**src/rtl/rand_gen_lfsr.sv**
```systemverilog
// WIDTH-bit Fibonacci LFSR random source with post-seed warm-up and a valid/ready handshake.
// Define RAND_GEN_SPIKE_EN to add the prob_i/spike_o Bernoulli spike comparator.
module rand_gen_lfsr #(
   parameter int unsigned       WIDTH        = 8,
   parameter logic [WIDTH-1:0]  TAPS         = 'hB8,
   parameter logic [WIDTH-1:0]  DEFAULT_SEED = 'd1,
   parameter int unsigned       WARMUP       = 4
) (
   input  logic             clk,
   input  logic             rst,
   input  logic [WIDTH-1:0] seed_i,
   input  logic             set_seed_i,
   input  logic             en_i,
   input  logic             ready_i,
   output logic [WIDTH-1:0] rand_o,
   output logic             valid_o
`ifdef RAND_GEN_SPIKE_EN
   ,
   input  logic [WIDTH-1:0] prob_i,
   output logic             spike_o
`endif
);

   localparam logic [0:0] ST_WARMUP = 1'b0;
   localparam logic [0:0] ST_RUN    = 1'b1;

   // With no warm-up, a reset or seed load lands straight in RUN.
   localparam logic [0:0] ST_AFTER_LOAD = (WARMUP == 0) ? ST_RUN : ST_WARMUP;
   localparam logic [7:0] WARM_LAST     = (WARMUP == 0) ? 8'd0 : 8'(WARMUP - 1);

   logic [WIDTH-1:0] lfsr_state;
   logic [WIDTH-1:0] lfsr_next;
   logic [WIDTH-1:0] load_value;
   logic [7:0]       warm_cnt;
   logic [0:0]       fsm_state;
   logic             feedback;

   always_comb begin
      feedback   = ^(lfsr_state & TAPS);
      lfsr_next  = {lfsr_state[WIDTH-2:0], feedback};
      load_value = (seed_i == '0) ? DEFAULT_SEED : seed_i;
   end

   // A seed load wins over any step; otherwise warm-up steps on en_i alone and RUN needs a transfer.
   always_ff @(posedge clk or posedge rst) begin
      if (rst) begin
         lfsr_state <= DEFAULT_SEED;
         warm_cnt   <= 8'd0;
         fsm_state  <= ST_AFTER_LOAD;
      end else if (set_seed_i) begin
         lfsr_state <= load_value;
         warm_cnt   <= 8'd0;
         fsm_state  <= ST_AFTER_LOAD;
      end else if (fsm_state == ST_WARMUP) begin
         if (en_i) begin
            lfsr_state <= lfsr_next;
            warm_cnt   <= warm_cnt + 8'd1;
            if (warm_cnt == WARM_LAST) begin
               fsm_state <= ST_RUN;
            end
         end
      end else begin
         if (en_i && ready_i) begin
            lfsr_state <= lfsr_next;
         end
      end
   end

   assign rand_o  = lfsr_state;
   assign valid_o = (fsm_state == ST_RUN);

`ifdef RAND_GEN_SPIKE_EN
   assign spike_o = valid_o && (lfsr_state < prob_i);
`endif

endmodule
```
**config.mk**
```make
export PLATFORM = sky130hd
export DESIGN_NAME = rand_gen_lfsr
export DESIGN_NICKNAME = d
export VERILOG_FILES = /design/src/rtl/rand_gen_lfsr.sv
export SDC_FILE = /design/constraint.sdc
export NUM_CORES = 1
export LEC_CHECK = 0
export CAP_MARGIN = 15
export CORE_UTILIZATION = 51
export DETAILED_ROUTE_END_ITERATION = 10
export PLACE_DENSITY = 0.89
export RECOVER_POWER = 50
export SETUP_SLACK_MARGIN = 0.02
export SYNTH_ARGS = -nofsm -noshare
export SYNTH_HDL_FRONTEND = slang
export SYNTH_SLANG_ARGS = --single-unit
export TNS_END_PERCENT = 50
```
**constraint.sdc**
```tcl
create_clock -name clk -period 3.4 [get_ports clk]
set_input_delay 0.51 -clock clk [delete_from_list [all_inputs] [get_ports clk]]
set_output_delay 0.51 -clock clk [all_outputs]
set_load 0.05 [all_outputs]
```
==> impl_metrics.json <==
{
  "place_congestion": 0.830,
  "syn2layout_area_growth_pct": 26.1,
  "avgSynthCellArea_um2": 9.25,
  "dp.cells": 142,
  "die_x_um": 44.6,
  "p_sw_mw": 0.153,
  "reg2reg_from": "valid_o",
  "dp.final_hpwl_um": 1640,
  "start_kind": "input port",
  "setup.worst_path.class": "in -> reg",
  "fin_worst_skew_ns": 0.00250,
  "arrival_ns": 2.47,
  "tns_ns": 0,
  "rsz0062_at_grt": "no",
  "pwr-share-comb": 0.278,
  "start_util": 0.541,
  "cts_tree": "done",
  "synth_nets": 114,
  "relSlewSlack": 0.586,
  "maxCapViolations": 0,
  "initialDrtViolationCount": 23,
  "p_clk_frac": 0.229,
  "internal-power_mw": 0.313,
  "hold_viol_final": 0,
  "ys_warn_count": 0,
  "clk_pin_slew_ns": 0.09,
  "cp.depth": 4,
  "vias": 873,
  "period_needed_ns": 2.28,
  "clk_latency_ns": 0.29,
  "post-route-drc-count": 0,
  "track_usage": 0.258,
  "switching_share": 0.329,
  "synthTopCellsByCount": "16 x dfrtp_1, 13 x nor2_1, 10 x nand3_1",
  "num_rows": 15,
  "cts.sinks": 17,
  "path_buf_inv": 1,
  "reg2reg_slack_ns": 1.69,
  "ys_ff_latch": 17,
  "hold_class": "reg -> reg",
  "crit_slowest_cell": "dlygate4sd3_1",
  "crit_fanout": 12,
  "drive_gt1_frac": 0.0579,
  "numCtsBuffers": 3,
  "grt_pass1_vias": 853,
  "postPlaceCellArea_um2": 1150,
  "ant_nets": 0,
  "viasPerCell": 5.98,
  "gr-total-overflow": 0,
  "netlist_instances": 100,
  "synth_top_cell_by_area": "dfrtp_1",
  "required_ns": 3.59,
  "clock.fmax_mhz": 439,
  "synth_area_leaders": "dfrtp_1 43%, nand3_1 5.4%, nor2_1 5.3%",
  "grt_start_max_net_pins": 18,
  "synth_top_area_frac": 0.433,
  "path_delay_family": "buffers and inverters",
  "synthDistinctLibCells": 31,
  "synth_flop_cell": "dfrtp_1",
  "period_share": 0.671,
  "fp.coreArea_um2": 1710,
  "finalInstanceArea_um2": 1170,
  "antenna_found_initial": 0,
  "synth_edf_count": 0,
  "slowest_delay_ns": 0.79,
  "worst-r2r-cell-count": 3,
  "cts-resized-gates": 0,
  "setup_viol": 0,
  "wl_um": 2210,
  "path_cells": "dlygate4sd3_1 -> nand2b_1 -> a2111oi_2 -> mux2_2",
  "p_leak_nw": 0.465,
  "ios": 22,
  "post_cts_buffers": 0,
  "synth_seq_area_share": 0.461,
  "seqPwrFrac": 0.494,
  "crit_path_end_kind": "flip-flop",
  "worstSetupStartpoint": "en_i",
  "final_net_count": 136,
  "antenna_cells": 0,
  "final_cells": 146,
  "clockBufferDepth": 2,
  "status": "finished clean",
  "whs_path_depth": 2,
  "portBuffers": 21,
  "slew_violations": 0,
  "synth_area_um2": 925,
  "h-tree-depth": 1,
  "die_area_um2": 1990,
  "cts_root_buffer": "clkbuf_4",
  "yosysMostFrequentCell": "dfrtp_1",
  "min_from": "rand_o[0]",
  "fp.dieH_um": 44.6,
  "dr.pass1.iters": 4,
  "hold_buffers": 0,
  "ir_worst_vdd_mv": 0.306,
  "grt_pass1_wl_um": 3680,
  "async_reset_ff_frac": 1.00,
  "p_per_area_nw_per_um2": 400,
  "wl_per_cell_um": 15.1,
  "tightest_slew_ns": 0.621
}
[final cells by class]
class	instances	area (um^2)
multi-input combinational	74	449
sequential	17	427
clock buffer	4	26.3
inverter	4	15.0
fill	126	542
timing repair buffer	22	218
tap	25	31.3
[state kept, by name (all words and copies together), names as in the netlist]
signal,count
rand_o,8
valid_o,1
warm_cnt,8
[final timing paths]
kind	to
hold reg to reg	rand_o[1]
setup reg to reg	warm_cnt[7]
max in group asynchronous	rand_o[3]
setup / recovery	warm_cnt[7]
min in group asynchronous	warm_cnt[6]
hold / removal	rand_o[1]
[worst register-to-register path, stage by stage (launching register included)]
cell	delay (ns)
dfrtp_1	0.44
nand2b_1	0.35
a2111oi_2	0.45
mux2_2	0.37
[routing by layer]
layer,global-route usage,wire (um)
met3,0.0735,118
met4,0.145,66
met5,0,0
met1,0.330,929
met2,0.391,1090
[placed cells by master, fill, tap and decap left out]
cell type,Yosys,final
xnor2_1,3,3
clkbuf_4,0,3
dlygate4sd3_1,0,2
o21ai_0,9,9
or3_1,2,2
dfstp_2,1,1
a21oi_1,5,5
dfrtp_1,16,16
a2111oi_2,1,1
nor4b_1,2,2
nor2b_1,2,2
nand3_1,10,10
or4_1,1,1
a31oi_1,7,7
nand3b_1,1,1
clkbuf_1,4,1
buf_4,0,1
mux2i_1,1,1
ha_1,1,1
nand2b_1,1,2
nor4_1,1,1
nor3_1,2,2
nand2_1,2,2
inv_1,3,3
o31ai_1,1,1
clkinv_1,1,1
mux2_2,1,1
nor2_1,13,13
clkdlybuf4s50_1,0,19
o311a_1,1,1
a211oi_1,3,3
xor2_1,2,2
a41o_1,1,1
[cells by family after synthesis]
logic type,Yosys count,synth area share
multiplexers,2,0.0230
adder cells (fa/ha/maj),1,0.0135
XOR/XNOR,5,0.0474
flip-flops,17,0.461
buffers and inverters,9,0.0446
AO/OA/AOI/OAI,28,0.193
AND/OR/NAND/NOR,38,0.217
[through the flow]
step / power [mW] / setup slack [ns] / util / hold WS [ns]
floorplan: 0.315 / 1.76 / - / 0.435
global placement: 0.360 / 1.12 / 0.672 / 0.537
detailed placement: 0.364 / 1.10 / 0.672 / 0.549
CTS: 0.471 / 1.24 / 0.687 / 0.566
global route: 0.488 / 1.06 / 0.683 / 0.593
finish: 0.466 / 1.12 / 0.683 / 0.561
[power by group through the flow]
stage               clock network, mW  registers, mW  logic [mW]
floorplan                           0          0.270      0.0450
global route                    0.117          0.232       0.139
finish                          0.107          0.230       0.130
global placement                    0          0.233       0.127
detailed placement                  0          0.234       0.131
CTS                             0.110          0.230       0.131
Note: power is estimated with default switching activity, not from simulation.
